==> src/rtl/hcsr04_emulador.sv <==
// Synthesizable HC-SR04 stand-in: validates the trigger width, waits out the burst delay,
// then answers with an echo pulse sized from the programmed distance.
module hcsr04_emulador #(
  parameter int TRIG_MIN_CICLOS     = 500,
  parameter int ATRASO_CICLOS       = 10000,
  parameter int CICLOS_POR_CM       = 2941,
  parameter int DIST_MIN            = 2,
  parameter int DIST_MAX            = 400,
  parameter int ECHO_TIMEOUT_CICLOS = 1900000,
  parameter int HOLDOFF_CICLOS      = 50000
) (
  input  logic        clock,
  input  logic        reset,
  input  logic        trigger,
  input  logic [11:0] distancia,
  input  logic        sem_objeto,
  output logic        echo,
  output logic        ocupado,
  output logic        erro_trigger,
  output logic [3:0]  db_estado
);

  function automatic int max2(input int a, input int b);
    return (a > b) ? a : b;
  endfunction

  localparam int MAX_CICLOS = max2(max2(max2(TRIG_MIN_CICLOS, ATRASO_CICLOS),
                                        max2(CICLOS_POR_CM, ECHO_TIMEOUT_CICLOS)),
                                   HOLDOFF_CICLOS);
  localparam int CNT_W = $clog2(MAX_CICLOS + 1);

  localparam logic [CNT_W-1:0] TRIG_LIM    = CNT_W'(TRIG_MIN_CICLOS);
  localparam logic [CNT_W-1:0] ATRASO_FIM  = CNT_W'(ATRASO_CICLOS - 1);
  localparam logic [CNT_W-1:0] CM_FIM      = CNT_W'(CICLOS_POR_CM - 1);
  localparam logic [CNT_W-1:0] TIMEOUT_FIM = CNT_W'(ECHO_TIMEOUT_CICLOS - 1);
  localparam logic [CNT_W-1:0] HOLD_FIM    = CNT_W'(HOLDOFF_CICLOS - 1);
  localparam logic [CNT_W-1:0] CNT_UM      = CNT_W'(1);
  localparam logic [11:0]      DIST_MIN_V  = 12'(DIST_MIN);
  localparam logic [11:0]      DIST_MAX_V  = 12'(DIST_MAX);

  typedef enum logic [3:0] {
    INICIAL   = 4'd0,
    ESPERA    = 4'd1,
    MEDE_TRIG = 4'd2,
    ATRASO    = 4'd3,
    ECHO      = 4'd4,
    HOLDOFF   = 4'd5
  } estado_t;

  estado_t          state_reg, state_next;
  logic [CNT_W-1:0] cnt_reg, cnt_next;
  logic [11:0]      cm_reg, cm_next;
  logic             timeout_reg, timeout_next;
  logic             echo_reg, echo_next;
  logic             erro_reg, erro_next;
  logic             trig_m_reg, trig_s_reg, trig_d_reg;
  logic             sobe, desce;

  always_ff @(posedge clock or negedge reset) begin
    if (!reset) begin
      trig_m_reg <= 1'b0;
      trig_s_reg <= 1'b0;
      trig_d_reg <= 1'b0;
    end else begin
      trig_m_reg <= trigger;
      trig_s_reg <= trig_m_reg;
      trig_d_reg <= trig_s_reg;
    end
  end

  assign sobe  = trig_s_reg & ~trig_d_reg;
  assign desce = ~trig_s_reg & trig_d_reg;

  always_ff @(posedge clock or negedge reset) begin
    if (!reset) begin
      state_reg   <= INICIAL;
      cnt_reg     <= '0;
      cm_reg      <= '0;
      timeout_reg <= 1'b0;
      echo_reg    <= 1'b0;
      erro_reg    <= 1'b0;
    end else begin
      state_reg   <= state_next;
      cnt_reg     <= cnt_next;
      cm_reg      <= cm_next;
      timeout_reg <= timeout_next;
      echo_reg    <= echo_next;
      erro_reg    <= erro_next;
    end
  end

  always_comb begin
    state_next   = state_reg;
    cnt_next     = cnt_reg;
    cm_next      = cm_reg;
    timeout_next = timeout_reg;
    erro_next    = 1'b0;
    echo_next    = (state_reg == ECHO);
    case (state_reg)
      INICIAL: state_next = ESPERA;
      ESPERA: begin
        if (sobe) begin
          // The edge-detect cycle already saw trig_s high, so it counts as the first cycle.
          cnt_next   = CNT_UM;
          state_next = MEDE_TRIG;
        end
      end
      MEDE_TRIG: begin
        if (desce) begin
          if (cnt_reg >= TRIG_LIM) begin
            timeout_next = sem_objeto | (distancia > DIST_MAX_V);
            cm_next      = (distancia < DIST_MIN_V) ? DIST_MIN_V : distancia;
            cnt_next     = '0;
            state_next   = ATRASO;
          end else begin
            erro_next  = 1'b1;
            state_next = ESPERA;
          end
        end else if (cnt_reg < TRIG_LIM) begin
          cnt_next = cnt_reg + CNT_UM;
        end
      end
      ATRASO: begin
        if (cnt_reg == ATRASO_FIM) begin
          cnt_next   = '0;
          state_next = ECHO;
        end else begin
          cnt_next = cnt_reg + CNT_UM;
        end
      end
      ECHO: begin
        if (timeout_reg) begin
          if (cnt_reg == TIMEOUT_FIM) begin
            cnt_next   = '0;
            state_next = HOLDOFF;
          end else begin
            cnt_next = cnt_reg + CNT_UM;
          end
        end else if (cnt_reg == CM_FIM) begin
          // Inner counter spans one centimetre; cm_reg counts remaining centimetres.
          cnt_next = '0;
          if (cm_reg <= 12'd1) state_next = HOLDOFF;
          else                 cm_next    = cm_reg - 12'd1;
        end else begin
          cnt_next = cnt_reg + CNT_UM;
        end
      end
      HOLDOFF: begin
        if (cnt_reg == HOLD_FIM) begin
          cnt_next   = '0;
          state_next = ESPERA;
        end else begin
          cnt_next = cnt_reg + CNT_UM;
        end
      end
      default: state_next = INICIAL;
    endcase
  end

  assign echo         = echo_reg;
  assign erro_trigger = erro_reg;
  assign ocupado      = (state_reg == ATRASO) | (state_reg == ECHO) | (state_reg == HOLDOFF);
  assign db_estado    = state_reg;

endmodule

==> config.mk <==
export PLATFORM = sky130hd
export DESIGN_NAME = hcsr04_emulador
export DESIGN_NICKNAME = d
export VERILOG_FILES = /design/src/rtl/hcsr04_emulador.sv
export SDC_FILE = /design/constraint.sdc
export NUM_CORES = 1
export LEC_CHECK = 0
export BUFFER_PORTS_ARGS = -buffer_cell sky130_fd_sc_hd__buf_2
export CAP_MARGIN = 20
export CELL_PAD_IN_SITES_DETAIL_PLACEMENT = 1
export CELL_PAD_IN_SITES_GLOBAL_PLACEMENT = 2
export CORE_ASPECT_RATIO = 1.25
export CORE_UTILIZATION = 35
export CTS_BUF_LIST = sky130_fd_sc_hd__clkbuf_4 sky130_fd_sc_hd__clkbuf_8 sky130_fd_sc_hd__clkbuf_16
export DETAILED_ROUTE_END_ITERATION = 8
export PLACE_DENSITY_LB_ADDON = 0.1
export SETUP_SLACK_MARGIN = 0.1
export SLEW_MARGIN = 25
export SYNTH_ARGS = -nofsm -noshare
export SYNTH_HDL_FRONTEND = slang
export SYNTH_SLANG_ARGS = --single-unit
==> constraint.sdc <==
create_clock -name clock -period 3.1 [get_ports clock]
set_input_delay 0.155 -clock clock [delete_from_list [all_inputs] [get_ports clock]]
set_output_delay 0.155 -clock clock [all_outputs]
set_load 0.01 [all_outputs]
==> results.tsv, run 1 <==
stage	metric	value	unit
finish	P&R area growth vs syn	15.9	%
synth	Yosys warnings	0	
clocking	Worst-path clk slew	90	ps
finish	fin cells	436	
clocking	clk buf depth	2	
timing	normalized max-slew margin	61.5	%
synth	Post-synth top cells	dfrtp_1 (42), nor2_1 (38), nand2_1 (28)	
synth	flops & latches, synth	42	
die	die area	7940	sq um
routing	average wire per standard cell	17.4	microns
synth	count leader, synth	dfrtp_1	
global_routing	largest net degree at the start of global routing	43	
placed_design	IO Port Bufs	21	
die	Die Y-Extent	99.4	microns
worst_setup_path	crit path kind	flip-flop to flip-flop	
die	core footprint	7360	sq um
routing	initial DRC count	126	
clocking	CTS tree	done	
status	status	finished, final reports clean	
synth	Cells after Synth	311	
routing	M1 WL	3230	microns
power	power consumption	1.86	mW
synth	largest area contributor in the netlist	dfrtp_1	
timing	Setup TNS Final	0	ps
finish	n_diodes	0	
die	Chip Width	79.9	microns
synth	Synth area leaders	dfrtp_1 (40%), nor2_1 (5.4%), a2bb2oi_1 (4.3%), o21ai_0 (4.1%), nand2_1 (4.0%)	
global_routing	GRT Util Overall	20.8	%
routing	DR WL met2	4180	microns
timing	worst slew pin tran	577	ps
synth	Distinct cells, synth	53	
worst_setup_path	critical path fanouts, max	7	
clocking	H-tree Lvls	2	
power	worst vdd ir	0.000262	V
synth	asr flop ratio synth	100	%
routing	Vias/cell	5.67	
die	I/O Pins	23	
finish	fin nets	363	
synth	Synth top area share	39.6	%
routing	antenna-violating nets left	0	
clocking	Worst-Skew Late Latency	300	ps
run	max_cap viols	0	
timing	final hold vios	0	
placed_design	gp weighted congestion	0.767	
finish	footprint of the multi-input gates	1480	sq um
timing	RSZ-0062 raised after global routing	true	
die	# rows	35	
worst_setup_path	Crit path arrival time	3060	ps
finish	register area	1050	sq um
finish	layout cells sized above 1	18.0	%
synth	Top FF cell, synth	dfrtp_1	
routing	WL met3	107	microns
min_path	Worst Hold Class	input pin to flip-flop	
placed_design	post-DP HPWL	5690	microns
die	initial core utilization	36.1	%
global_routing	vias in the first global route	2590	
clocking	clock sink count	42	
clocking	CTS Buf Count	5	
worst_setup_path	CP Data Required Time	3280	ps
timing	Max Fclk	347	MHz
routing	Top Metal Used	met4	
routing	detailed-route via count	2471	
synth	sequential area share after synthesis	39.6	%
timing	post-layout min period	2880	ps
placed_design	placed cell count	423	
power	Pwr Density	605	nW/um^2
global_routing	first-pass GRT wire length	12900	microns
synth	syn_area_per_cell	8.54	sq um
routing	Detailed Routing Iterations Pass 1	4	
global_routing	initial antenna violation count	0	
routing	total wire length after detailed routing	7600	microns
finish	number of fill cells	876	
routing	DRC Markers	0	
timing	Final Slew Violations	0	
worst_setup_path	startpoint types	flip-flop	
clocking	clock root buffer	clkbuf_8	
synth	Synthesized Nets	331	
power	Leak Pwr	1.27	nW
finish	max reg flops	21	
timing	Setup-failing EPs final	0	
timing	clock skew	10.1	ps
global_routing	Overflow after GRT	0	
synth	Cell Area, Synth	2660	sq um
timing	period utilization	92.9	%
synth	number of synthesized flops with an enable pin	0	
worst_setup_path	Setup crit end kind	flip-flop	
[metrics by stage]
| stage | hold WS (ps) | cell area [sq um] | setup slack [ps] | util, % |
|---|---|---|---|---|
| floorplan | -141 | 2660 | 481 | - |
| global placement | 264 | 2930 | 192 | 39.8 |
| detailed placement | 267 | 2930 | 87.3 | 39.8 |
| CTS | 69.8 | 3030 | 119 | 41.2 |
| global route | 188 | 3080 | 86.3 | 41.8 |
| finish | 152 | 3080 | 221 | 41.8 |
[layout make-up]
type	count	area share, %
Tap cell	92	3.74
Inverter	8	0.976
Timing Repair Buffer	46	9.88
Clock inverter	1	0.163
Multi-Input combinational cell	240	48.2
Sequential cell	42	34.1
Clock buffer	7	2.93
[final timing paths]
check | slack (ps) | cells after the start | startpoint | endpoint
hold / removal | 150 | 3 | distancia[5] | cm_reg[5]
setup reg to reg | 220 | 8 | cnt_reg[12] | db_estado[0]
max in group asynchronous | 2320 | 2 | reset | cm_reg[2]
min in group asynchronous | 390 | 2 | reset | cnt_reg[15]
hold reg to reg | 360 | 0 | trig_m_reg | trig_s_reg
setup / recovery | 220 | 8 | cnt_reg[12] | db_estado[0]
[cell families (layout without fill, tap and decap cells)]
group           count (synthesis)  in the layout  synth area share (%)
simple gates                  141            141                  27.3
compound gates                 89             89                  24.2
flops                          42             42                  39.6
buf+inv                        29             62                  4.95
fa+ha+maj                       4              4                  1.88
mux                             4              4                  1.65
other cells                     1              1                 0.141
xor+xnor                        1              1                 0.330
[report_power, final]
part,switching [mW],internal [mW],total (mW)
Clock,0.202,0.189,0.391
Sequential,0.0384,0.585,0.623
Combinational,0.449,0.399,0.848
[critical path, stage by stage, from the launching register on]
cell and delay, ps:
dfrtp_1 450, or3_1 440, or4_1 510, nor4_2 220, o211ai_1 170, a211oi_4 380, buf_4 180, o311ai_1 100
mux2_1 320
[cell usage in the layout (no fill, tap or decap), types with 2 or more instances in the layout]
cell	count
nand4_1	9
nand4b_1	2
and3_1	3
nand2_1	28
ha_1	4
or3_1	6
a31oi_1	4
o2111ai_1	2
and4_1	2
and2_1	2
or4_1	4
nand2b_1	7
nor4_2	2
nor3b_1	4
nand3_1	11
a2bb2oi_1	13
or2_2	2
clkbuf_8	6
nor2_1	38
buf_2	20
o21ai_0	22
nor3_1	10
o22a_1	3
a21oi_1	9
mux2_2	2
dlygate4sd3_1	2
a22oi_1	4
nor4_1	3
o31ai_1	11
buf_4	23
a221o_1	4
o22ai_1	3
inv_1	8
a22o_1	4
dfrtp_1	42
o21bai_1	2
nor2b_1	4
[repair_timing]
| item | in CTS | in global routing |
|---|---|---|
| setup buffers | 0 | 3 |
| hold endpoints to repair | 1 | 42 |
| pin swaps | 1 | 1 |
| setup endpoints to repair | 3 | 19 |
| resized for setup | 0 | 3 |
| hold buffers | 1 | 1 |
[routing by layer]
layer	GRT usage, %	vias to the layer above
li1	-	1219
met5	0	-
met4	5.36	0
met2	39.5	25
met3	2.75	7
met1	24.0	1220
Power figures use the tool's default switching activity.
==> run 2: changes to the inputs <==
--- a/config.mk
+++ b/config.mk
@@ -14,8 +14,10 @@
 export CTS_BUF_LIST = sky130_fd_sc_hd__clkbuf_4 sky130_fd_sc_hd__clkbuf_8 sky130_fd_sc_hd__clkbuf_16
 export DETAILED_ROUTE_END_ITERATION = 8
 export PLACE_DENSITY_LB_ADDON = 0.1
+export REMOVE_ABC_BUFFERS = 1
 export SETUP_SLACK_MARGIN = 0.1
 export SLEW_MARGIN = 25
 export SYNTH_ARGS = -nofsm -noshare
 export SYNTH_HDL_FRONTEND = slang
 export SYNTH_SLANG_ARGS = --single-unit
+export TNS_END_PERCENT = 1
==> results.tsv, run 2 (synthesis results as in run 1) <==
stage	metric	value	unit	change
routing	average wire per standard cell	17.9	microns	+2.7%
finish	fin nets	352		-3.0%
finish	P&R area growth vs syn	13.8	%	
worst_setup_path	RR Startpoint	cnt_reg[12]		
clocking	buffer count from post-CTS setup fixing	0		unchanged
routing	detailed-route via count	2478		+0.28%
worst_setup_path	worst-case reg-to-reg path depth	8		unchanged
timing	Final Slew Violations	0		unchanged
placed_design	placed cell count	415		-1.9%
die	initial core utilization	36.1	%	unchanged
worst_setup_path	critical path fanouts, max	22		+15
global_routing	Overflow after GRT	0		unchanged
finish	footprint of the multi-input gates	1480	sq um	-0.17%
finish	Final Core Density	41.1	%	-0.77 points
global_routing	first-pass GRT wire length	12900	microns	about the same
routing	DRC Markers	0		unchanged
worst_setup_path	CP cell instances	or3_1 > or4_1 > nor4_2 > o211ai_1 > a211oi_4 > buf_12 > nor2_1 > a221o_1		
power	Leak Pwr	1.22	nW	-3.7%
global_routing	largest net degree at the start of global routing	43		unchanged
worst_setup_path	Reg2Reg Setup Slack	280	ps	+60 ps
finish	number of fill cells	889		+1.5%
clocking	clock root buffer	clkbuf_8		
routing	initial DRC count	87		-31%
clocking	clock sink count	42		unchanged
finish	n_diodes	0		unchanged
finish	layout cells sized above 1	15.6	%	-2.4 points
die	# rows	35		unchanged
clocking	CTS tree	done		
timing	RSZ-0062 raised after global routing	false		
die	I/O Pins	23		unchanged
status	status	finished, final reports clean		
timing	clock skew	5.09	ps	-5.01 ps
finish	register area	1050	sq um	+0.12%
routing	Vias/cell	5.83		+2.9%
worst_setup_path	reg2reg end	cnt_reg[3]		
die	die area	7940	sq um	unchanged
worst_setup_path	startpoint types	flip-flop		
min_path	HP Start	distancia[0]		
clocking	H-tree Lvls	2		unchanged
timing	Hold WS	160	ps	+8.25 ps
timing	normalized max-slew margin	61.3	%	-0.26 points
clocking	clk buf depth	2		unchanged
worst_setup_path	critical path's slowest cell	or4_1		
global_routing	vias in the first global route	2599		+0.35%
placed_design	gp weighted congestion	0.824		+7.5%
power	power consumption	1.87	mW	+0.18%
die	Chip Width	79.9	microns	unchanged
timing	worst slew pin tran	581	ps	+3.84 ps
routing	total wire length after detailed routing	7610	microns	about the same
worst_setup_path	crit path kind	flip-flop to flip-flop		
timing	post-layout min period	2820	ps	-60.2 ps
timing	Max Fclk	355	MHz	+2.1%
min_path	hold path depth	3		unchanged
placed_design	IO Port Bufs	21		unchanged
worst_setup_path	Crit path arrival time	3000	ps	-60 ps
worst_setup_path	Setup crit end kind	flip-flop		
timing	period utilization	90.9	%	-1.9 points
placed_design	post-DP HPWL	5500	microns	-3.3%
worst_setup_path	CP Data Required Time	3280	ps	about the same
finish	fin cells	425		-2.5%
routing	antenna-violating nets left	0		unchanged
die	core footprint	7360	sq um	unchanged
min_path	Hold Path Sink	cm_reg[0]		
global_routing	GRT Util Overall	20.7	%	-0.088 points
finish	max reg flops	21		unchanged
min_path	Worst Hold Class	input pin to flip-flop		
power	worst vdd ir	0.000274	V	+4.8%
routing	Detailed Routing Iterations Pass 1	4		unchanged
finish	commonest non-fill, non-tap cell in the layout	dfrtp_1		
die	Die Y-Extent	99.4	microns	unchanged
timing	Setup TNS Final	0	ps	unchanged
finish	most frequent cells in the layout	dfrtp_1 (41), nor2_1 (38), nand2_1 (28)		
global_routing	initial antenna violation count	0		unchanged
run	max_cap viols	0		unchanged
clocking	CTS Buf Count	5		unchanged
clocking	Worst-Skew Late Latency	290	ps	about the same
clocking	Worst-path clk slew	90	ps	about the same
power	Pwr Density	617	nW/um^2	+2.0%
timing	Setup-failing EPs final	0		unchanged
worst_setup_path	Critical Path Max Stage Delay	500	ps	about the same
timing	final hold vios	0		unchanged
-- run 2: timing repair --
action,in CTS,in global routing
gates resized for setup,0,2
hold buffers,1,1
setup endpoints to repair,0,19
endpoints found under the hold margin,1,42
-- run 2: through the flow --
step           setup WS (ps)  area [sq um]
6_report                 281          3020
5_1_grt                  140          3020
4_1_cts                  159          3000
3_5_place_dp             172          2880
3_3_place_gp             246          2880
2_1_floorplan           63.0          2550
-- run 2: power breakdown --
group	switching (mW)	total, mW	internal (mW)
Sequential	0.0740	0.659	0.585
Combinational	0.413	0.754	0.341
Clock	0.203	0.452	0.249
Total	0.690	1.87	1.18
-- run 2: worst max path at each step --
stage | start | to | cells after the start
final | cnt_reg[12] | cnt_reg[3] | 8
after global placement | cnt_reg[12] | cnt_reg[16] | 8
after global routing | cnt_reg[12] | cnt_reg[3] | 8
after detailed placement | cnt_reg[12] | cnt_reg[3] | 8
after CTS | cnt_reg[12] | cnt_reg[3] | 8
after floorplan | db_estado[2] | cnt_reg[12] | 8
-- run 2: layer usage --
metal	vias to the layer above	global-route usage (%)	wire, microns
met1	1252	24.3	3380
met2	26	39.1	4030
met5	-	0	0
li1	1194	-	-
met4	0	4.40	62
met3	6	2.94	135
-- run 2: cell type report --
type / instances / area share [%]
clock buffers: 6 / 2.53
inverters: 8 / 0.994
well taps: 92 / 3.81
repair buffers: 35 / 7.62
multi-input cells: 240 / 49.0
flip-flops and latches: 42 / 34.8
clock inverters: 2 / 1.24
-- run 2: critical path: cells and delay by family (launching register included) --
family / cells / cell delay (ps)
and+or+nand+nor: 4 / 1260
AOI/OAI and AO/OA: 3 / 760
DFF: 1 / 470
buffers and inverters: 1 / 200
